`config.mk`:
```
export PLATFORM = sky130hd
export DESIGN_NAME = vertex_sequencer
export DESIGN_NICKNAME = d
export VERILOG_FILES = /design/src/rtl/vertex_sequencer.sv
export SDC_FILE = /design/constraint.sdc
export NUM_CORES = 1
export LEC_CHECK = 0
export ABC_AREA = 1
export CORE_MARGIN = 4
export CORE_UTILIZATION = 47
export CTS_BUF_LIST = sky130_fd_sc_hd__clkbuf_4 sky130_fd_sc_hd__clkbuf_8 sky130_fd_sc_hd__clkbuf_16
export CTS_CLUSTER_SIZE = 25
export DETAILED_ROUTE_END_ITERATION = 8
export PLACE_DENSITY = 0.75
export SYNTH_ARGS = -nofsm -noshare
export SYNTH_HDL_FRONTEND = slang
export SYNTH_SLANG_ARGS = --single-unit
```
`constraint.sdc`:
```
create_clock -name clock -period 2.55 [get_ports clock]
set_input_delay 0.255 -clock clock [delete_from_list [all_inputs] [get_ports clock]]
set_output_delay 0.255 -clock clock [all_outputs]
set_load 0.01 [all_outputs]
```
`src/rtl/vertex_sequencer.sv`:
```
// vertex_sequencer: drives the transform engine one vertex at a time and
// streams each triangle's three edges to the line rasterizer.
// Ports: clock, reset (sync, active-high); frame_start, pose_changed in;
// vert_addr/vert_data vertex memory read; xf_* engine start/done and results;
// line_valid/line_ready with line_x0/y0/x1/y1 edges; busy, frame_done status.
// Optional macro BACKFACE_CULL_EN: drop triangles whose signed area is <= 0.
module vertex_sequencer #(
    parameter int NUM_VERTS = 36,
    parameter int ADDR_W    = 6
) (
    input  logic              clock,
    input  logic              reset,
    input  logic              frame_start,
    input  logic              pose_changed,
    output logic [ADDR_W-1:0] vert_addr,
    input  logic [95:0]       vert_data,
    output logic              xf_start,
    output logic              xf_update_mvp,
    output logic [31:0]       xf_x,
    output logic [31:0]       xf_y,
    output logic [31:0]       xf_z,
    input  logic              xf_done,
    input  logic [31:0]       xf_ox,
    input  logic [31:0]       xf_oy,
    input  logic [31:0]       xf_oz,
    output logic              line_valid,
    input  logic              line_ready,
    output logic [31:0]       line_x0,
    output logic [31:0]       line_y0,
    output logic [31:0]       line_x1,
    output logic [31:0]       line_y1,
    output logic              busy,
    output logic              frame_done
);
    localparam int IW = ADDR_W + 1;
    localparam int TRI_VERTS = 3 * (NUM_VERTS / 3);
    localparam logic [IW-1:0] LAST_IDX = IW'(TRI_VERTS);

    typedef enum logic [3:0] {
        S_IDLE, S_MVP_START, S_MVP_GUARD, S_MVP_WAIT,
        S_FETCH, S_FETCH_WAIT, S_XF_START, S_XF_GUARD,
        S_XF_WAIT, S_CAPTURE, S_CULL, S_EMIT0,
        S_EMIT1, S_EMIT2, S_DONE
    } state_t;

    state_t             state_q, state_d, after_tri;
    logic [IW-1:0]      index_q, index_d;
    logic [1:0]         slot_q, slot_d;
    logic               mvp_dirty_q, mvp_dirty_d;
    logic [ADDR_W-1:0]  vert_addr_q, vert_addr_d;
    logic [31:0]        xf_x_q, xf_x_d, xf_y_q, xf_y_d, xf_z_q, xf_z_d;
    logic [2:0][31:0]   px_q, px_d, py_q, py_d;
    logic               line_valid_q, line_valid_d;
    logic [31:0]        lx0_q, lx0_d, ly0_q, ly0_d;
    logic [31:0]        lx1_q, lx1_d, ly1_q, ly1_d;
    logic               unused_oz;

    assign unused_oz = ^xf_oz;

`ifdef BACKFACE_CULL_EN
    logic signed [63:0] ax1, ay1, ax2, ay2, area;

    function automatic logic signed [63:0] sx(input logic [31:0] v);
        return {{32{v[31]}}, v};
    endfunction

    always_comb begin
        ax1  = sx(px_q[1]) - sx(px_q[0]);
        ay1  = sx(py_q[1]) - sx(py_q[0]);
        ax2  = sx(px_q[2]) - sx(px_q[0]);
        ay2  = sx(py_q[2]) - sx(py_q[0]);
        area = ax1 * ay2 - ax2 * ay1;
    end
`endif

    always_comb begin
        state_d     = state_q;
        index_d     = index_q;
        slot_d      = slot_q;
        mvp_dirty_d = mvp_dirty_q | pose_changed;
        vert_addr_d = vert_addr_q;
        xf_x_d      = xf_x_q;
        xf_y_d      = xf_y_q;
        xf_z_d      = xf_z_q;
        px_d        = px_q;
        py_d        = py_q;
        lx0_d       = lx0_q;
        ly0_d       = ly0_q;
        lx1_d       = lx1_q;
        ly1_d       = ly1_q;
        after_tri   = (index_q == LAST_IDX) ? S_DONE : S_FETCH;
        unique case (state_q)
            S_IDLE: begin
                if (frame_start) begin
                    index_d = '0;
                    slot_d  = '0;
                    if (mvp_dirty_q)         state_d = S_MVP_START;
                    else if (TRI_VERTS == 0) state_d = S_DONE;
                    else                     state_d = S_FETCH;
                end
            end
            // Starts wait for an idle engine so xf_start never hits a busy one.
            S_MVP_START: begin
                if (xf_done) begin
                    state_d     = S_MVP_GUARD;
                    mvp_dirty_d = pose_changed;
                end
            end
            S_MVP_GUARD: state_d = S_MVP_WAIT;
            S_MVP_WAIT: begin
                if (xf_done) state_d = (TRI_VERTS == 0) ? S_DONE : S_FETCH;
            end
            S_FETCH: state_d = S_FETCH_WAIT;
            S_FETCH_WAIT: begin
                xf_x_d  = vert_data[95:64];
                xf_y_d  = vert_data[63:32];
                xf_z_d  = vert_data[31:0];
                state_d = S_XF_START;
            end
            S_XF_START: if (xf_done) state_d = S_XF_GUARD;
            S_XF_GUARD: state_d = S_XF_WAIT;
            S_XF_WAIT:  if (xf_done) state_d = S_CAPTURE;
            S_CAPTURE: begin
                px_d[slot_q] = xf_ox;
                py_d[slot_q] = xf_oy;
                index_d      = index_q + 1'b1;
                if (slot_q == 2'd2) begin
                    slot_d = '0;
`ifdef BACKFACE_CULL_EN
                    state_d = S_CULL;
`else
                    state_d = S_EMIT0;
`endif
                end else begin
                    slot_d  = slot_q + 2'd1;
                    state_d = S_FETCH;
                end
            end
`ifdef BACKFACE_CULL_EN
            S_CULL: state_d = (area > 0) ? S_EMIT0 : after_tri;
`endif
            S_EMIT0: if (line_ready) state_d = S_EMIT1;
            S_EMIT1: if (line_ready) state_d = S_EMIT2;
            S_EMIT2: if (line_ready) state_d = after_tri;
            S_DONE:  state_d = S_IDLE;
            default: state_d = S_IDLE;
        endcase

        if (state_d == S_FETCH) vert_addr_d = index_d[ADDR_W-1:0];

        // Endpoints load on entry to each emit state and hold while stalled.
        line_valid_d = 1'b0;
        case (state_d)
            S_EMIT0: begin
                line_valid_d = 1'b1;
                lx0_d = px_q[0]; ly0_d = py_q[0];
                lx1_d = px_q[1]; ly1_d = py_q[1];
            end
            S_EMIT1: begin
                line_valid_d = 1'b1;
                lx0_d = px_q[1]; ly0_d = py_q[1];
                lx1_d = px_q[2]; ly1_d = py_q[2];
            end
            S_EMIT2: begin
                line_valid_d = 1'b1;
                lx0_d = px_q[2]; ly0_d = py_q[2];
                lx1_d = px_q[0]; ly1_d = py_q[0];
            end
            default: ;
        endcase
    end

    always_ff @(posedge clock) begin
        if (reset) begin
            state_q      <= S_IDLE;
            index_q      <= '0;
            slot_q       <= '0;
            mvp_dirty_q  <= 1'b1;
            vert_addr_q  <= '0;
            xf_x_q       <= '0;
            xf_y_q       <= '0;
            xf_z_q       <= '0;
            px_q         <= '0;
            py_q         <= '0;
            line_valid_q <= 1'b0;
            lx0_q        <= '0;
            ly0_q        <= '0;
            lx1_q        <= '0;
            ly1_q        <= '0;
        end else begin
            state_q      <= state_d;
            index_q      <= index_d;
            slot_q       <= slot_d;
            mvp_dirty_q  <= mvp_dirty_d;
            vert_addr_q  <= vert_addr_d;
            xf_x_q       <= xf_x_d;
            xf_y_q       <= xf_y_d;
            xf_z_q       <= xf_z_d;
            px_q         <= px_d;
            py_q         <= py_d;
            line_valid_q <= line_valid_d;
            lx0_q        <= lx0_d;
            ly0_q        <= ly0_d;
            lx1_q        <= lx1_d;
            ly1_q        <= ly1_d;
        end
    end

    assign xf_update_mvp = (state_q == S_MVP_START);
    assign xf_start      = xf_done &&
                           (state_q == S_MVP_START || state_q == S_XF_START);
    assign busy          = (state_q != S_IDLE) && (state_q != S_DONE);
    assign frame_done    = (state_q == S_DONE);
    assign vert_addr     = vert_addr_q;
    assign xf_x          = xf_x_q;
    assign xf_y          = xf_y_q;
    assign xf_z          = xf_z_q;
    assign line_valid    = line_valid_q;
    assign line_x0       = lx0_q;
    assign line_y0       = ly0_q;
    assign line_x1       = lx1_q;
    assign line_y1       = ly1_q;
endmodule
```
==> flow_metrics.py <==
metrics = {
    "routing": {
        "wl_per_cell_um": 15.0,
        "firstDrtPassIters": 5,
        "drtIter0Drc": 1525,
        "ant_nets": 0,
        "num_vias": 19700,
        "wl_um": 60400,
        "viasPerCell": 4.89,
        "drc": 0,
    },
    "logic_synthesis": {
        "yosysWarningCount": 0,
        "syn_area_per_cell_um2": 6.55,
        "synth_top_area_share_pct": 42.9,
        "synth_nets": 3313,
        "yosysMostFrequentCell": "nand2_1",
        "synth_top_cell_by_area": "dfxtp_1",
        "yosysUniqueCellTypes": 29,
        "synth_common_cells": "nand2_1, inv_1, dfxtp_1",
        "yosysSeqAreaShare_pct": 42.9,
        "ys_async_sr_fraction_pct": 0,
        "synth_flop_cell": "dfxtp_1",
        "synth_edf_count": 0,
        "syn_inst": 3113,
        "synth_area_leaders": "dfxtp_1, nand2_1, nand3_1",
        "synth.cell_area_um2": 20400,
        "ys_seq_elements": 437,
    },
    "sta": {
        "tns_ns": 0,
        "clock_skew_ns": 0.0166,
        "max_freq_mhz": 420,
        "finalHoldViolations": 0,
        "slew_headroom_pct": 41.9,
        "rsz0062_at_grt": "no",
        "setup_viol": 0,
        "slew_violations": 0,
        "period_share_pct": 93.4,
        "worst_pin_slew_ns": 0.872,
        "hold_slack_ns": 0.0822,
        "layout_min_cycle_time_ns": 2.38,
    },
    "floorplanning": {
        "io_pins": 433,
        "fp.dieW_um": 216,
        "die_y_um": 216,
        "die_area_um2": 46800,
        "design.core.area_um2": 43000,
        "rows": 76,
        "start_util_pct": 47.5,
    },
    "cts": {
        "clock_sinks": 437,
        "h-tree-depth": 2,
        "hold_buffers": 0,
        "root_buffer": "clkbuf_16",
        "cts_tree": "done",
        "clock_latency_ns": 0.58,
        "clk_path_buf_depth": 3,
        "cts_buffers": 48,
        "path_clk_slew_ns": 0.06,
    },
    "power_and_ir_drop": {
        "power.switching_w": 0.00359,
        "power_density_nw_per_um2": 569,
        "p_leak_nw": 12.2,
        "irDropWorstVdd_mv": 0.473,
        "seqPwrFrac_pct": 45.6,
        "internal-power_w": 0.0116,
        "p_comb_share_pct": 8.0,
        "p_sw_share_pct": 23.7,
        "power.share.clock_pct": 46.4,
    },
    "critical_path": {
        "worst-path-buf-inv": 2,
        "max_stage_delay_ns": 0.58,
        "cp_cell_sequence": "buf_4 -> nor2_2 -> nand3_1 -> nand2_1 -> clkdlybuf4s50_1",
        "worstPathArrival_ns": 2.13,
        "worstPathRequired_ns": 2.30,
        "startpoint": "state_q[3]",
        "slowest_stage": "clkdlybuf4s50_1",
        "end_kind": "output port",
        "rr_startpoint": "slot_q[1]",
        "critPathLaunchType": "flip-flop",
        "cp_max_fo": 7,
        "crit_family": "buffers and inverters",
        "crit_type": "reg -> out",
    },
    "hold_path": {
        "hold_class": "in -> reg",
        "hold_start": "reset",
    },
    "global_route": {
        "grt_pass1_vias": 18400,
        "grt_remaining_overflow": 0,
        "grt_pass1_wl_um": 95800,
        "antenna_found_initial": 4,
        "track_usage_pct": 24.7,
        "grt_max_degree": 97,
    },
    "final_layout": {
        "register_area_um2": 8750,
        "multiInputGateArea_um2": 8550,
        "area_growth_pct": 30.4,
        "nets": 3607,
        "fillers": 4034,
        "utilization_pct": 61.9,
        "drive_above_1_share_pct": 7.48,
    },
    "flow_run": {
        "max_cap_violations": 0,
    },
    "status": {
        "outcome": "complete, no violations",
    },
    "placed_design": {
        "portBuffers": 400,
        "hpwl_um": 38500,
        "routabilityCongestion": 0.844,
    },
}
[cells by family after synthesis]
family / Yosys count / share of synthesized area (%)
AO/OA/AOI/OAI: 440 / 10.9
adder cells (fa/ha/maj): 2 / 0.123
buffers and inverters: 764 / 15.5
flip-flops: 437 / 42.9
AND/OR/NAND/NOR: 1470 / 30.6
[per-stage QoR]
step / instances / worst slack, ns / area (µm²) / power (W)
final: 4035 / 0.168 / 26600 / 0.0151
after floorplan: 3113 / 0.751 / 20400 / 0.00761
after global routing: 4033 / 0.0144 / 26600 / 0.0157
after CTS: 4028 / 0.0553 / 26500 / 0.0153
after global placement: 3938 / 0.169 / 24900 / 0.00826
after detailed placement: 3938 / 0.149 / 24900 / 0.00826
[power by group through the flow]
stage               logic [W]  clock network (W)  registers [W]
floorplan            0.000554                  0        0.00706
global placement      0.00121                  0        0.00705
detailed placement    0.00121                  0        0.00705
CTS                   0.00121            0.00720        0.00690
global route          0.00130            0.00746        0.00691
finish                0.00121            0.00703        0.00691
[worst register-to-register path, delay by kind of cell (launching register included)]
kind,cells,cell delay [ns]
AO/OA/AOI/OAI,1,0.06
flip-flops,1,0.31
buffers and inverters,4,1.42
AND/OR/NAND/NOR,3,0.35
[worst paths after layout]
check              to  slack, ns  cells past startpoint
max          xf_start       0.17                      5
min          px_q[92]       0.08                      2
max reg2reg  px_q[79]       0.24                      8
min reg2reg  px_q[44]       0.46                      2
[what timing repair did]
action | in CTS | in global routing
setup buffers | 0 | 2
setup endpoints to repair | 1 | 6
gates cloned | 0 | 2
gates resized for setup | 1 | 6
[final cells by class]
cell class              count  area share, %
diodes                      3         0.0282
clock inverters            11          0.259
well taps                 585           2.75
inverters                 555           7.87
flip-flops and latches    437           32.9
clock buffers              79           5.86
repair buffers            453           18.2
multi-input cells        1912           32.1
[metal layers]
metal	up-vias	track usage (%)	wire [µm]
met5	-	0	0
met4	0	8.77	1740
met3	88	7.25	5250
met2	641	41.0	28500
met1	8877	30.8	24900
li1	10100	-	-
[sequential cells by signal, summed over array words and instances (netlist names)]
name,flops
index_q,7
line_valid,1
line_x0,32
line_x1,32
line_y0,32
line_y1,32
mvp_dirty_q,1
px_q,96
py_q,96
slot_q,2
state_q,4
vert_addr,6
xf_x,32
xf_y,32
xf_z,32
[layout by cell type, fill, tap and decap left out, drive strengths merged, types with 5 or more instances in the layout]
cell type	netlist	final
nor2	241	241
clkinv	35	43
nand3	408	408
inv	520	522
clkdlybuf4s50	0	399
nor3	5	5
dfxtp	437	437
clkbuf	134	81
nand2	814	814
a21oi	202	202
o21ai	235	235
buf	75	52
(Power assumes the default switching activity.)
